`config.mk`:
```
export PLATFORM = sky130hd
export DESIGN_NAME = apb_slave_ctrl
export DESIGN_NICKNAME = d
export VERILOG_FILES = /design/src/rtl/apb_slave_ctrl.sv
export SDC_FILE = /design/constraint.sdc
export NUM_CORES = 1
export LEC_CHECK = 0
export BUFFER_PORTS_ARGS = -buffer_cell sky130_fd_sc_hd__buf_2
export CAP_MARGIN = 20
export CORE_AREA = 10 10 47 49
export DETAILED_ROUTE_END_ITERATION = 12
export DIE_AREA = 0 0 57 59
export MAX_ROUTING_LAYER = met4
export PLACE_DENSITY_LB_ADDON = 0.25
export SLEW_MARGIN = 20
export SYNTH_ARGS = -nofsm -noshare
export SYNTH_HDL_FRONTEND = slang
export SYNTH_SLANG_ARGS = --single-unit
```
`constraint.sdc`:
```
create_clock -name clk -period 1.4 [get_ports clk]
set_input_delay 0.07 -clock clk [delete_from_list [all_inputs] [get_ports clk]]
set_output_delay 0.07 -clock clk [all_outputs]
set_load 0.05 [all_outputs]
```
`src/rtl/apb_slave_ctrl.sv`:
```
// APB slave control front-end.
// Follows the IDLE/SETUP/ACCESS transfer phases from PSEL/PENABLE. Each valid
// access phase produces a one-cycle REG_ENABLE strobe toward the register bank
// and bumps a completed-transfer counter. Malformed phase sequences produce a
// one-cycle PSLVERR strobe instead. Every output comes straight from a flop.
module apb_slave_ctrl #(
    parameter int DATA_WIDTH = 8
) (
    input  logic                  clk,
    input  logic                  reset,
    input  logic                  PSEL,
    input  logic                  PENABLE,
    output logic                  REG_ENABLE,
    output logic                  PSLVERR,
    output logic [DATA_WIDTH-1:0] ACCESS_CNT
);

    localparam logic [1:0] ST_IDLE   = 2'd0;
    localparam logic [1:0] ST_SETUP  = 2'd1;
    localparam logic [1:0] ST_ACCESS = 2'd2;

    logic [1:0]            state_q, state_d;
    logic                  reg_en_q, reg_en_d;
    logic                  err_q, err_d;
    logic [DATA_WIDTH-1:0] cnt_q, cnt_d;

    // Next state plus next strobe/counter values. The strobes default low so
    // they can only last one cycle, and REG_ENABLE and PSLVERR are raised on
    // disjoint input conditions, so they are never high together.
    always_comb begin
        state_d  = ST_IDLE;
        reg_en_d = 1'b0;
        err_d    = 1'b0;
        cnt_d    = cnt_q;
        case (state_q)
            ST_IDLE: begin
                if (PSEL && !PENABLE) begin
                    state_d = ST_SETUP;
                end else if (PSEL && PENABLE) begin
                    // Enable arrived without a setup phase.
                    err_d = 1'b1;
                end
            end
            ST_SETUP: begin
                if (PSEL && PENABLE) begin
                    state_d  = ST_ACCESS;
                    reg_en_d = 1'b1;
                    cnt_d    = cnt_q + 1'b1;
                end else if (PSEL) begin
                    // Setup phase is being extended.
                    state_d = ST_SETUP;
                end else begin
                    // Master abandoned the transfer after setup.
                    err_d = 1'b1;
                end
            end
            ST_ACCESS: begin
                // Zero wait states: the transfer is already complete here.
                if (PSEL && !PENABLE) begin
                    state_d = ST_SETUP;
                end else if (PSEL && PENABLE) begin
                    // PENABLE held into a second access cycle.
                    err_d = 1'b1;
                end
            end
            default: begin
                state_d = ST_IDLE;
            end
        endcase
    end

    // State, strobe and counter registers. The synchronous reset also drops
    // any transfer that is in flight.
    always_ff @(posedge clk) begin
        if (reset) begin
            state_q  <= ST_IDLE;
            reg_en_q <= 1'b0;
            err_q    <= 1'b0;
            cnt_q    <= '0;
        end else begin
            state_q  <= state_d;
            reg_en_q <= reg_en_d;
            err_q    <= err_d;
            cnt_q    <= cnt_d;
        end
    end

    assign REG_ENABLE = reg_en_q;
    assign PSLVERR    = err_q;
    assign ACCESS_CNT = cnt_q;

endmodule

```
======== Yosys cells after proc, flatten, opt, wreduce, memory -nomap -nowiden ========
Index checks and enable logic that the tools add are counted.
operators by class
  multiplexer cells ....................... 9
  eq/ne operators ......................... 2
  bitwise operators ....................... 1
  $add $sub $neg .......................... 1
  reduce and logical (&&, ||, !) cells .... 7
operators by type and width
  cell                                                                    number
  8-bit by 1-bit adder with 8-bit output (second input constant)          1
  1-bit two-way mux                                                       6
  2-bit one-hot mux with 2 select lines                                   1
  2-bit OR reduction                                                      2
  2-bit by 1-bit equality test with 1-bit output (second input constant)  1
  2-bit equality test (second input constant)                             1
  1-bit logical AND                                                       2
  2-bit logical NOT                                                       1
  2-bit two-way mux                                                       1
  1-bit one-hot mux with 2 select lines                                   1
  2-bit AND reduction                                                     1
  1-bit logical NOT                                                       1
  1-bit NOT                                                               1
storage, ports and cells
  bits in registers ....................... 12
  bits of input ports ..................... 4
  output and inout port bits .............. 10

======== Logic depth before layout (Yosys ltp) ========
  depth in word-level cells ............... 4
  depth in mapped cells ................... 4
  mapped depth without buffers ............ 4

======== Worst setup path before layout ========
No wires, ideal clock.
  path kind ............................... reg-to-reg
  from .................................... register cnt_q[0] (netlist: ACCESS_CNT[0])
  to ...................................... register cnt_q[6] (netlist: ACCESS_CNT[6])
  required time ........................... 1,279 ps
  period minus slack after synthesis ...... 1,719 ps
  path slack .............................. -319 ps
  stages on the path, launching flop included .. 5
  buffers on the path ..................... 0
  arrival ................................. 1,598 ps
  cells stage by stage .................... dfxtp_1 ha_1 inv_1 nor4_1 mux2_2
between the ends
  cells in the longest elaborated chain, start to end .. 1
RTL lines
  item                                    line  text
  start: declaration                      25    logic [DATA_WIDTH-1:0] cnt_q, cnt_d;
  start signal: assignment                84    cnt_q <= cnt_d;
  8-bit by 1-bit adder with 8-bit output  48    cnt_d = cnt_q + 1'b1;
Every way passes these cells.
A chain may end at the register's enable or synchronous reset.

======== Worst setup path after layout ========
  from .................................... register state_q[1]
  to ...................................... register cnt_q[4] (netlist: ACCESS_CNT[4])
between the ends
  cells in the longest elaborated chain, start to end .. 2
RTL lines
  item                                            line  text
  start: declaration                              22    logic [1:0] state_q, state_d;
  start signal: assignment                        81    state_q <= state_d;
  2-bit by 1-bit equality test with 1-bit output  35    case (state_q)
  2-bit AND reduction (no source line)            -
Every way passes these cells.

==> qor.csv <==
metric,value,unit
die height,59,um
met1 wire length,480,um
post-layout min period,1330,ps
Synth Warn #,0,
CP max FO,6,
CTS Sinks,12,
part of the Yosys area used for sequential elements,46.7,%
hold buffers post-CTS,0,
Syn Area/Cell,9.35,um^2
hold wc startpoint,PSEL,
number of max-cap violations,0,
layout filler cell count,152,
crit path DAT,1520,ps
vias per cell,5.10,
Mapped Cells,55,
vias,449,
Worst Setup Path Type,reg2reg,
Leak Pwr,0.285,nW
# diodes,0,
I/O Buffers,13,
Worst Setup Start Kind,flop,
clk root buf,clkbuf_4,
"Reg clk slew, reported paths",80,ps
dpl cells,84,
Std-Cell Rows,14,
Pwr Density,975,nW/um^2
Die ar.,3360,um^2
Sw Ratio,21.4,%
Tot Pwr,0.000650,W
Worst Hold End,state_q[0]$_SDFF_PP0_,
CTS max path bufs,2,
First-pass DRT Iterations,4,
CP Capture Type,flop,
Worst-Skew Late Latency,270,ps
number of H-tree levels,1,
Internal Pwr Total,0.000511,W
first-pass GRT wire length,1690,um
r2r endpoint,ACCESS_CNT[4]$_SDFFE_PP0P_,
Critical Path Max Stage Delay,390,ps
post-synthesis register bit count,12,
Clk pwr share,41.6,%
Max Clock Skew,5.41,ps
CP required,1600,ps
register share of total power,53.0,%
fmax,752,MHz
highest metal used,met4,
# setup viols final,0,
Peak VDD IR,0.680,mV
layout cells sized above 1,45.8,%
P&R area growth vs syn,29.7,%
crit path cell chain,"nand4b_4, buf_6, or4_1, a21oi_1",
RD Place Congestion,0.729,
Initial Util,36.7,%
total global-route track usage,6.55,%
r2r setup slk,70,ps
Core Area,1400,um^2
fin crit share,95.0,%
Routed Antenna Nets,0,
Wirelength per Cell,11.9,um
clock buffers created by TritonCTS,3,
Worst Tran Pin Value,246,ps
Worst path slowest cell,or4_1,
worst min path class,in2reg,
unrepaired setup endpoints after global routing,no,
met3 wire len,62,um
Post-Syn Nets,60,
initial antenna violation count,0,
Final Hold Vio Count,0,
vias in the first global route,392,
Post-Syn Area,514,um^2
outcome,completed,
Post-layout nets,78,
DRT Wirelength,1050,um
total setup buffers inserted after CTS,0,
fin cells,88,
met2 WL,498,um
Congestion Overflow GR,0,
Worst R2R Path Depth,4,
FF-to-FF Start,state_q[1]$_SDFF_PP0_,
crit path launch,state_q[1]$_SDFF_PP0_,
combinational power share,5.5,%
relative slew slack,83.6,%
max-slew violation count,0,
DRC,0,
CTS tree,yes,
Sw Pwr,0.000139,W
1st-iter DRT viols,8,
synth unique cells,22,
largest net degree at the start of global routing,15,
die width,57,um
hold path depth,3,
dpl hpwl,782,um
I/O Pins,14,
[final cells by class]
cell class	instances	area (um^2)	area share [%]
multi-input combinational	38	260	39.0
sequential	12	255	38.3
timing repair buffer	15	83.8	12.6
clock buffer	4	36.3	5.44
tap	16	20.0	3.00
inverter	3	11.3	1.69
[per-layer routing]
metal  global-route usage [%]  up-vias
li1                         -      229
met1                     8.03      208
met2                     8.22       10
met3                     2.58        2
met4                     5.03        0
met5                        -        -
[power by group through the flow]
| stage | sequential, W | clock, W | combinational [W] |
|---|---|---|---|
| finish | 0.000344 | 0.000270 | 0.0000357 |
| detailed placement | 0.000352 | 0 | 0.0000356 |
| CTS | 0.000344 | 0.000283 | 0.0000357 |
| global placement | 0.000352 | 0 | 0.0000354 |
| floorplan | 0.000361 | 0 | 0.0000134 |
| global route | 0.000345 | 0.000292 | 0.0000394 |
[cells in the mapped netlist]
cell type,number,area [um^2]
inv_1,3,11.3
mux2_2,2,22.5
ha_1,1,12.5
buf_6,1,11.3
or4_1,2,15.0
xor2_1,1,8.76
a21oi_1,6,30.0
nand3b_1,1,7.51
o31ai_1,2,15.0
clkbuf_1,1,3.75
o21ai_0,2,10.0
nand4b_4,1,23.8
or3b_2,1,8.76
nor2b_1,1,6.26
mux2i_1,1,10.0
nand4_1,1,6.26
nor2_1,8,30.0
nor4_1,2,12.5
nand2_1,3,11.3
dfxtp_1,12,240
or3_1,2,12.5
nand3_1,1,5.00
[worst max-delay path, delay by kind of cell, from the launching register on]
family          cells  cell delay (ps)
buf+inv             1              160
compound gates      1              150
flops               1              330
simple gates        2              610
[cell families after synthesis]
group           synth area share, %
compound gates                 10.7
xor+xnor                       1.70
fa+ha+maj                      2.43
buf+inv                        5.11
flops                          46.7
mux                            6.33
simple gates                   27.0
[what timing repair did]
item,4_1_cts,5_1_grt
endpoints found under the hold margin,0,0
resized for setup,0,4
endpoints found under the setup margin,0,3
[metrics by stage]
stage               worst slack [ps]  hold WS [ps]  instance area, um^2  util [%]  TNS (ps)
floorplan                      -14.6           186                  528         -     -14.6
global placement                24.1           347                  613      43.8         0
finish                          70.5          46.3                  667      47.6         0
global route                    9.09          49.4                  667      47.6         0
detailed placement              36.2           344                  613      43.8         0
CTS                             13.1          47.6                  649      46.3         0
[how the worst max path moves through the flow]
stage                            endpoint  slack, ps  depth (start not counted)
3_3_place_gp   ACCESS_CNT[6]$_SDFFE_PP0P_         20                          4
5_1_grt        ACCESS_CNT[4]$_SDFFE_PP0P_          9                          4
6_report       ACCESS_CNT[4]$_SDFFE_PP0P_         70                          4
2_1_floorplan  ACCESS_CNT[6]$_SDFFE_PP0P_        -10                          4
3_5_place_dp   ACCESS_CNT[6]$_SDFFE_PP0P_         40                          4
4_1_cts        ACCESS_CNT[6]$_SDFFE_PP0P_         10                          4
[sequential cells by signal, summed over array words and instances (netlist names)]
| signal | flops |
|---|---|
| ACCESS_CNT | 8 |
| PSLVERR | 1 |
| REG_ENABLE | 1 |
| state_q | 2 |
[layout by cell type (no fill, tap or decap)]
| master | n |
|---|---|
| nand4b_4 | 1 |
| o21ai_0 | 2 |
| mux2i_1 | 1 |
| buf_2 | 13 |
| nor4_2 | 2 |
| mux2_2 | 2 |
| ha_1 | 1 |
| dfxtp_4 | 2 |
| or4_1 | 2 |
| nand3_1 | 1 |
| xor2_1 | 1 |
| inv_1 | 3 |
| buf_4 | 1 |
| o31ai_1 | 2 |
| clkbuf_8 | 1 |
| or3_1 | 2 |
| dfxtp_1 | 4 |
| clkbuf_4 | 3 |
| nand2_1 | 3 |
| nor2b_1 | 1 |
| nand3b_1 | 1 |
| a21oi_1 | 6 |
| dfxtp_2 | 6 |
| nand4_1 | 1 |
| or3b_2 | 1 |
| nor2_1 | 8 |
| buf_6 | 1 |
Power figures use the tool's default switching activity.
